`src/rtl/ex_mdu_ctrl_pkg.sv`:
```
// ex_mdu_ctrl_pkg: shared constants and types for the RV32M multi-cycle sequencer.
// Holds the M-extension func7/func3 encodings, FSM state encoding, datapath
// step mode and operand-signedness helpers used by the controller and its bench.
package ex_mdu_ctrl_pkg;

  localparam int unsigned FUNC3_W    = 3;
  localparam int unsigned REG_ADDR_W = 5;

  localparam logic [6:0] INST_FUNC7_M = 7'b0000001;

  localparam logic [FUNC3_W-1:0] INST_MUL    = 3'b000;
  localparam logic [FUNC3_W-1:0] INST_MULH   = 3'b001;
  localparam logic [FUNC3_W-1:0] INST_MULHSU = 3'b010;
  localparam logic [FUNC3_W-1:0] INST_MULHU  = 3'b011;
  localparam logic [FUNC3_W-1:0] INST_DIV    = 3'b100;
  localparam logic [FUNC3_W-1:0] INST_DIVU   = 3'b101;
  localparam logic [FUNC3_W-1:0] INST_REM    = 3'b110;
  localparam logic [FUNC3_W-1:0] INST_REMU   = 3'b111;

  typedef enum logic [1:0] {
    ST_IDLE = 2'd0,
    ST_MUL  = 2'd1,
    ST_DIV  = 2'd2,
    ST_DONE = 2'd3
  } mdu_state_t;

  typedef enum logic {
    STEP_MUL = 1'b0,
    STEP_DIV = 1'b1
  } step_mode_t;

  // rs1 is interpreted as signed by these functions
  function automatic logic op1_signed(input logic [FUNC3_W-1:0] f3);
    return (f3 == INST_MULH) || (f3 == INST_MULHSU) || (f3 == INST_DIV) || (f3 == INST_REM);
  endfunction

  // rs2 is interpreted as signed by these functions
  function automatic logic op2_signed(input logic [FUNC3_W-1:0] f3);
    return (f3 == INST_MULH) || (f3 == INST_DIV) || (f3 == INST_REM);
  endfunction

endpackage

```
`src/rtl/ex_mdu_ctrl_if.sv`:
```
// ex_mdu_ctrl_if: execute-stage <-> M-extension sequencer handshake.
// master (execute stage): drives start_i, func3_i, op1_i, op2_i, rd_addr_i, flush_i;
//                         observes stall_o, rd_data_o, rd_addr_o, rd_wen_o.
// slave  (sequencer):     the mirror image.
interface ex_mdu_ctrl_if
  import ex_mdu_ctrl_pkg::*;
#(
  parameter int unsigned XLEN = 32
);

  logic                  start_i;
  logic [FUNC3_W-1:0]    func3_i;
  logic [XLEN-1:0]       op1_i;
  logic [XLEN-1:0]       op2_i;
  logic [REG_ADDR_W-1:0] rd_addr_i;
  logic                  flush_i;
  logic                  stall_o;
  logic [XLEN-1:0]       rd_data_o;
  logic [REG_ADDR_W-1:0] rd_addr_o;
  logic                  rd_wen_o;

  modport master (
    output start_i, func3_i, op1_i, op2_i, rd_addr_i, flush_i,
    input  stall_o, rd_data_o, rd_addr_o, rd_wen_o
  );

  modport slave (
    input  start_i, func3_i, op1_i, op2_i, rd_addr_i, flush_i,
    output stall_o, rd_data_o, rd_addr_o, rd_wen_o
  );

endinterface

```
`src/rtl/ex_mdu_ctrl_step.sv`:
```
// ex_mdu_ctrl_step: one iteration of the shared shift/add datapath.
// mode=STEP_MUL: shift-add multiply; acc:lo is the running product, lo[0] the
//                current multiplier bit, b the multiplicand.
// mode=STEP_DIV: restoring divide; acc is the partial remainder, lo the
//                dividend shifting out / quotient shifting in, b the divisor.
// Ports: mode, acc, lo, b in; acc_next, lo_next out (purely combinational).
module ex_mdu_ctrl_step
  import ex_mdu_ctrl_pkg::*;
#(
  parameter int unsigned XLEN = 32
) (
  input  step_mode_t      mode,
  input  logic [XLEN-1:0] acc,
  input  logic [XLEN-1:0] lo,
  input  logic [XLEN-1:0] b,
  output logic [XLEN-1:0] acc_next,
  output logic [XLEN-1:0] lo_next
);

  logic [XLEN:0] sum;
  logic [XLEN:0] shifted;
  logic [XLEN:0] diff;

  always_comb begin
    sum      = {1'b0, acc} + (lo[0] ? {1'b0, b} : '0);
    shifted  = {acc, lo[XLEN-1]};
    diff     = shifted - {1'b0, b};
    acc_next = acc;
    lo_next  = lo;
    if (mode == STEP_MUL) begin
      // carry of the add becomes the new top bit of the product
      acc_next = sum[XLEN:1];
      lo_next  = {sum[0], lo[XLEN-1:1]};
    end else if (!diff[XLEN]) begin
      // no borrow: divisor fits, keep the difference and shift in a 1
      acc_next = diff[XLEN-1:0];
      lo_next  = {lo[XLEN-2:0], 1'b1};
    end else begin
      acc_next = shifted[XLEN-1:0];
      lo_next  = {lo[XLEN-2:0], 1'b0};
    end
  end

endmodule

```
`src/rtl/ex_mdu_ctrl.sv`:
```
// ex_mdu_ctrl: iterative RV32M sequencer (MUL*/DIV*/REM*), one bit per cycle.
// Ports: clk, rst (sync, active-high), bus (ex_mdu_ctrl_if.slave):
//   start_i/func3_i/op1_i/op2_i/rd_addr_i request, flush_i abort,
//   stall_o pipeline hold, rd_data_o/rd_addr_o/rd_wen_o one-cycle writeback.
module ex_mdu_ctrl
  import ex_mdu_ctrl_pkg::*;
#(
  parameter int unsigned XLEN = 32
) (
  input  logic         clk,
  input  logic         rst,
  ex_mdu_ctrl_if.slave bus
);

  localparam int unsigned CNT_W = $clog2(XLEN);
  localparam int unsigned PW    = 2 * XLEN;
  localparam logic [XLEN-1:0] INT_MIN = {1'b1, {(XLEN-1){1'b0}}};

  mdu_state_t            state_q, state_d;
  logic [CNT_W-1:0]      cnt_q, cnt_d;
  logic [FUNC3_W-1:0]    func3_q, func3_d;
  logic [REG_ADDR_W-1:0] rd_addr_q, rd_addr_d;
  logic [XLEN-1:0]       acc_q, acc_d, lo_q, lo_d, b_q, b_d;
  logic [XLEN-1:0]       fast_res_q, fast_res_d;
  logic                  neg_q, neg_d, fast_q, fast_d;

  step_mode_t            step_mode;
  logic [XLEN-1:0]       step_acc, step_lo;
  logic                  sign1, sign2, div_zero, div_ovf, wen;
  logic [XLEN-1:0]       mag1, mag2;
  logic [PW-1:0]         prod, prod_fix;
  logic [XLEN-1:0]       mul_res, div_raw, div_fix, result;

  // Operand decode for the request currently presented
  assign sign1    = op1_signed(bus.func3_i) & bus.op1_i[XLEN-1];
  assign sign2    = op2_signed(bus.func3_i) & bus.op2_i[XLEN-1];
  assign mag1     = sign1 ? (~bus.op1_i + XLEN'(1)) : bus.op1_i;
  assign mag2     = sign2 ? (~bus.op2_i + XLEN'(1)) : bus.op2_i;
  assign div_zero = (bus.op2_i == '0);
  assign div_ovf  = ((bus.func3_i == INST_DIV) || (bus.func3_i == INST_REM)) &&
                    (bus.op1_i == INT_MIN) && (bus.op2_i == '1);

  assign step_mode = (state_q == ST_DIV) ? STEP_DIV : STEP_MUL;

  ex_mdu_ctrl_step #(.XLEN(XLEN)) u_step (
    .mode     (step_mode),
    .acc      (acc_q),
    .lo       (lo_q),
    .b        (b_q),
    .acc_next (step_acc),
    .lo_next  (step_lo)
  );

  // State and datapath registers
  always_ff @(posedge clk) begin
    if (rst) begin
      state_q    <= ST_IDLE;
      cnt_q      <= '0;
      func3_q    <= '0;
      rd_addr_q  <= '0;
      acc_q      <= '0;
      lo_q       <= '0;
      b_q        <= '0;
      fast_res_q <= '0;
      neg_q      <= 1'b0;
      fast_q     <= 1'b0;
    end else begin
      state_q    <= state_d;
      cnt_q      <= cnt_d;
      func3_q    <= func3_d;
      rd_addr_q  <= rd_addr_d;
      acc_q      <= acc_d;
      lo_q       <= lo_d;
      b_q        <= b_d;
      fast_res_q <= fast_res_d;
      neg_q      <= neg_d;
      fast_q     <= fast_d;
    end
  end

  // Next-state and writeback strobe
  always_comb begin
    state_d    = state_q;
    cnt_d      = cnt_q;
    func3_d    = func3_q;
    rd_addr_d  = rd_addr_q;
    acc_d      = acc_q;
    lo_d       = lo_q;
    b_d        = b_q;
    fast_res_d = fast_res_q;
    neg_d      = neg_q;
    fast_d     = fast_q;
    wen        = 1'b0;
    unique case (state_q)
      ST_IDLE: begin
        if (bus.start_i && !bus.flush_i) begin
          func3_d   = bus.func3_i;
          rd_addr_d = bus.rd_addr_i;
          cnt_d     = '0;
          fast_d    = 1'b0;
          acc_d     = '0;
          if (bus.func3_i[2]) begin
            // dividend shifts out of lo into acc; quotient fills lo from the bottom
            lo_d  = mag1;
            b_d   = mag2;
            neg_d = bus.func3_i[1] ? sign1 : (sign1 ^ sign2);
            if (div_zero || div_ovf) begin
              fast_d     = 1'b1;
              fast_res_d = div_zero ? (bus.func3_i[1] ? bus.op1_i : '1)
                                    : (bus.func3_i[1] ? '0 : INT_MIN);
              state_d    = ST_DONE;
            end else begin
              state_d = ST_DIV;
            end
          end else begin
            lo_d    = mag2;
            b_d     = mag1;
            neg_d   = sign1 ^ sign2;
            state_d = ST_MUL;
          end
        end
      end
      ST_MUL, ST_DIV: begin
        acc_d = step_acc;
        lo_d  = step_lo;
        cnt_d = cnt_q + CNT_W'(1);
        if (cnt_q == CNT_W'(XLEN - 1)) state_d = ST_DONE;
      end
      ST_DONE: begin
        wen     = 1'b1;
        state_d = ST_IDLE;
      end
      default: state_d = ST_IDLE;
    endcase
    // abort wins over everything, including a pending writeback
    if (bus.flush_i) begin
      state_d = ST_IDLE;
      wen     = 1'b0;
    end
  end

  // Sign fix-up and word select, resolved within the DONE cycle
  assign prod     = {acc_q, lo_q};
  assign prod_fix = neg_q ? (~prod + PW'(1)) : prod;
  assign mul_res  = (func3_q == INST_MUL) ? prod_fix[XLEN-1:0] : prod_fix[PW-1:XLEN];
  assign div_raw  = func3_q[1] ? acc_q : lo_q;
  assign div_fix  = neg_q ? (~div_raw + XLEN'(1)) : div_raw;
  assign result   = fast_q ? fast_res_q : (func3_q[2] ? div_fix : mul_res);

  assign bus.stall_o   = ((state_q == ST_IDLE) && bus.start_i) ||
                         (state_q == ST_MUL) || (state_q == ST_DIV);
  assign bus.rd_wen_o  = wen;
  assign bus.rd_data_o = wen ? result : '0;
  assign bus.rd_addr_o = wen ? rd_addr_q : '0;

endmodule

```
`src/flat_wrapper.sv`:
```
// flat-port wrapper written by rule: the top's interface ports become plain ports
module ex_mdu_ctrl_flat import ex_mdu_ctrl_pkg::*;
#(
  parameter int unsigned XLEN = 32
)
  (clk, rst, bus_start_i, bus_func3_i, bus_op1_i, bus_op2_i, bus_rd_addr_i, bus_flush_i, bus_stall_o, bus_rd_data_o, bus_rd_addr_o, bus_rd_wen_o);
  ex_mdu_ctrl_if #(.XLEN(XLEN)) bus_i ();
  input  logic clk;
  input  logic rst;
  input wire logic [$bits(bus_i.start_i)-1:0] bus_start_i;
  input wire logic [$bits(bus_i.func3_i)-1:0] bus_func3_i;
  input wire logic [$bits(bus_i.op1_i)-1:0] bus_op1_i;
  input wire logic [$bits(bus_i.op2_i)-1:0] bus_op2_i;
  input wire logic [$bits(bus_i.rd_addr_i)-1:0] bus_rd_addr_i;
  input wire logic [$bits(bus_i.flush_i)-1:0] bus_flush_i;
  output wire logic [$bits(bus_i.stall_o)-1:0] bus_stall_o;
  output wire logic [$bits(bus_i.rd_data_o)-1:0] bus_rd_data_o;
  output wire logic [$bits(bus_i.rd_addr_o)-1:0] bus_rd_addr_o;
  output wire logic [$bits(bus_i.rd_wen_o)-1:0] bus_rd_wen_o;
  assign bus_i.start_i = bus_start_i;
  assign bus_i.func3_i = bus_func3_i;
  assign bus_i.op1_i = bus_op1_i;
  assign bus_i.op2_i = bus_op2_i;
  assign bus_i.rd_addr_i = bus_rd_addr_i;
  assign bus_i.flush_i = bus_flush_i;
  assign bus_stall_o = bus_i.stall_o;
  assign bus_rd_data_o = bus_i.rd_data_o;
  assign bus_rd_addr_o = bus_i.rd_addr_o;
  assign bus_rd_wen_o = bus_i.rd_wen_o;
  ex_mdu_ctrl #(.XLEN(XLEN)) u_core (.clk(clk), .rst(rst), .bus(bus_i));
endmodule
```
`config.mk`:
```
export PLATFORM = sky130hd
export DESIGN_NAME = ex_mdu_ctrl_flat
export DESIGN_NICKNAME = d
export VERILOG_FILES = /design/src/rtl/ex_mdu_ctrl_pkg.sv /design/src/rtl/ex_mdu_ctrl_if.sv /design/src/rtl/ex_mdu_ctrl_step.sv /design/src/rtl/ex_mdu_ctrl.sv /design/src/flat_wrapper.sv
export SDC_FILE = /design/constraint.sdc
export NUM_CORES = 1
export LEC_CHECK = 0
export CORE_MARGIN = 1.5
export CORE_UTILIZATION = 50
export DETAILED_ROUTE_END_ITERATION = 7
export PLACE_DENSITY = 0.73
export RECOVER_POWER = 50
export SKIP_LAST_GASP = 1
export SLEW_MARGIN = 20
export SYNTH_ARGS = -nofsm -noshare
export SYNTH_HDL_FRONTEND = slang
export SYNTH_SLANG_ARGS = --single-unit
```
`constraint.sdc`:
```
create_clock -name clk -period 8.7 [get_ports clk]
set_input_delay 1.305 -clock clk [delete_from_list [all_inputs] [get_ports clk]]
set_output_delay 1.305 -clock clk [all_outputs]
set_load 0.01 [all_outputs]
```
==> run summary <==
outcome: finished with violations
failing checks: DRC, capacitance limit, slew limit
Hold Worst Slack: 0.4539 ns
multiplexer area fraction after synthesis: 5.722%
Power Total: 2.282 mW
top routing layer in use: met4
relative slew slack: -61.72%
Least-Margin Pin Slew: 2.426 ns
grt ovf: 0
max cap viols: 6
Final ANT Viol Nets: 0
Peak Freq: 138.8 MHz
hpwl dp: 49.79 mm
post-placement setup slack: 3.047 ns
FF-to-FF Start: u_core.state_q[0]
final worst path period need: 7.203 ns
synth cell count leaders: nor2_1 (247), nand2_1 (244), a21oi_1 (228), clkbuf_1 (145), dfxtp_1 (145)
Final Hold Fails: 0
HP Class: reg -> reg
Synth Instances: 2289
Switch Pwr: 0.9098 mW
DR pass1 iterations: 8
clk_skew: 0.01082 ns
first-pass GRT wire length: 99.44 mm
CP Data Arrival Time: 7.58 ns
CTS Hold Bufs: 0
setup slack, reg-to-reg: 2.13 ns
routed wl met3: 6.306 mm
worst stage delay on the critical path: 1.71 ns
Reg power frac: 31.8%
crit start category: primary input
Cell variety after synth: 92
syn_nets: 2442
Setup crit start: bus_flush_i
Worst path depth: 12
clock-pin slew on the worst setup and hold paths: 0.07 ns
Comb power frac: 35.5%
clock power share: 32.7%
effective utilization at floorplan: 50.94%
Worst Path Buf+Inv: 4
Leakage: 6.710 nW
most frequent cell after synthesis: nor2_1
largest area contributor in the netlist: dfxtp_1
Peak VDD IR: 157.6 µV
detailed-route DRC error count: 1
Vias: 17.99k
final wirelength: 65.80 mm
antenna violations before repair: 0
largest net degree at the start of global routing: 98
Final Wtd Congestion: 1.051
CP max FO: 48
Final Max Tran Viols: 245
top_reg_cell synth: dfxtp_1
area grow syn2layout: 10.41%
area of the die: 33320 µm²
worst setup margin: 1.497 ns
Placed Cells: 2671
I/O pin count: 115
post-CTS setup buffer count: 0
Post-synth ARST share: 0%
Mean Syn Cell Area: 7.040 µm²
CP dominant cell by count: clkbuf_1
Yosys reg bits: 145
mapped cell area: 16120 µm²
compound-gate portion of the synthesized area: 29.53%
port bufs: 114
WL per Instance: 24.33 µm
via density per instance: 6.652
Synth Area in XOR/XNOR: 10.43%
Seq/Total Area, Yosys: 18.01%
EDFF count, synth: 0
cell with the largest stage delay on the worst path: clkbuf_1
fraction of layout cells with a size suffix above 1: 5.432%
Die Width: 182.5 µm
CTS root buffer: clkbuf_16
cts bufs inserted: 17
setup TNS: 0 ns
delay-heaviest family, CP: buffers and inverters
dominant cells by area after synthesis: dfxtp_1 (18%), a21oi_1 (7.1%), ha_1 (5.8%)
Net Sw Frac: 39.86%
Die Y: 182.5 µm
fin cells: 2704
Final setup viols: 0
clock sinks: 145
Synth Area in Adders: 6.071%
Skew-Pair Late Insertion Delay: 0.45 ns
H-tree depth: 4
synth warn: 0
CP Capture Type: flip-flop
vias in the first global route: 16.52k
Cell Rows: 65
Net count, final: 2441
worst-path cell chain: dlygate4sd3_1 -> nand3b_1 -> clkbuf_1 -> o21ai_0 -> clkbuf_1 -> nor2_2 -> clkbuf_1 -> nand2_1 -> nand2_1 -> nor4_1 -> mux2_2 -> nor3_1
Tcrit/Tclk final: 82.79%
R2R Path End: u_core.acc_q[31]
CTS Buffer Depth: 2
cell internal pwr: 1.372 mW
M1 WL: 26.84 mm
Post-Synth Simple-Gate Area: 23.13%
Synth top area share: 18.01%
routed wl met2: 28.97 mm
CP endpoint: u_core.acc_q[31]
CTS tree: built
worst reg-to-reg path cell count: 13
largest family of logic cells by synthesized area: compound AO/OA/AOI/OAI gates
Worst EP required: 9.08 ns
GRT Total Usage: 38.93%
starting DRC count in detailed routing: 2348
PD cells: 128.3 nW/µm²
Worst Setup Path Type: in -> reg
RSZ-0062 raised after global routing: false
floorplan core area: 31640 µm²
# resized after CTS: 0
-- per-layer routing --
layer	vias up	GRT usage, %
li1	8267	-
met1	8400	51.02
met2	1101	60.66
met3	219	7.084
met4	0	20.76
met5	-	0
-- power by group through the flow --
stage,clock (mW),sequential (mW),combinational (mW)
after global routing,0.766,0.727,0.865
after global placement,0,0.736,0.780
after CTS,0.742,0.723,0.785
after detailed placement,0,0.738,0.780
final,0.746,0.726,0.811
after floorplan,0,0.715,0.545
-- registers in the layout, summed over array words and instances, names as in the netlist --
signal,cells
u_core.acc_q,32
u_core.state_q,2
u_core.lo_q,32
u_core.rd_addr_q,5
u_core.fast_res_q,32
u_core.fast_q,1
u_core.func3_q,3
u_core.b_q,32
u_core.neg_q,1
u_core.cnt_q,5
-- worst min-delay path by stage --
stage                           from                     to  slack [ns]  cells after the start
6_report               u_core.b_q[6]          u_core.b_q[6]        0.45                      2
5_1_grt                u_core.b_q[7]          u_core.b_q[7]        0.47                      2
4_1_cts                u_core.b_q[6]          u_core.b_q[6]        0.45                      2
3_5_place_dp           u_core.b_q[6]          u_core.b_q[6]        0.44                      2
3_3_place_gp     u_core.rd_addr_q[4]    u_core.rd_addr_q[4]        0.44                      2
2_1_floorplan  u_core.fast_res_q[10]  u_core.fast_res_q[10]        0.43                      2
-- per-stage QoR --
step	utilization, %	area [µm²]
2_1_floorplan	-	16120
3_5_place_dp	54.54	17260
4_1_cts	56.35	17830
3_3_place_gp	54.54	17260
6_report	56.24	17790
5_1_grt	56.23	17790
-- tightest hold or removal path: stages (launching register included) --
cell	delay [ns]
dfxtp_1	0.31
nand2_1	0.05
a21oi_1	0.05
-- layout make-up --
cell class | instances | area (µm²)
inverters | 69 | 259.0
fillers | 3040 | 13840
clock buffers | 19 | 452.9
repair buffers | 161 | 1460
well taps | 402 | 503.0
diodes | 1 | 2.502
multi-input cells | 1894 | 12090
flip-flops and latches | 145 | 2907
clock inverters | 13 | 118.9
-- cell families after synthesis --
family	after synthesis
simple gates	793
compound gates	742
buf+inv	250
xor+xnor	192
flops	145
mux	90
fa+ha+maj	77
-- placed cells by master, fill, tap and decap left out, types with 8 or more instances in the layout --
cell type	Yosys	layout
dfxtp_1	145	142
clkdlybuf4s50_1	0	107
o21ai_1	22	18
nor4_1	22	23
or2_2	10	11
nor2b_1	12	12
and3_1	18	18
nand3_1	35	35
o21ai_0	128	132
inv_1	68	68
o21a_1	23	23
or3_1	29	29
mux2i_1	76	76
and2_1	14	13
nor2_1	247	243
a31oi_1	20	20
xnor2_1	95	95
nor3_1	72	71
o21bai_1	8	8
a22oi_1	23	23
nand4_1	12	12
a21o_1	40	40
xor2_1	97	97
nand2b_1	25	25
a211oi_1	73	73
a211o_1	11	11
or4_1	13	13
a21oi_1	228	227
ha_1	75	74
buf_4	4	41
mux2_2	13	13
o211ai_1	44	44
clkbuf_16	0	17
o31ai_1	31	31
nand2_1	244	244
o41ai_1	13	13
No activity file was read; power rests on OpenSTA's default activity.
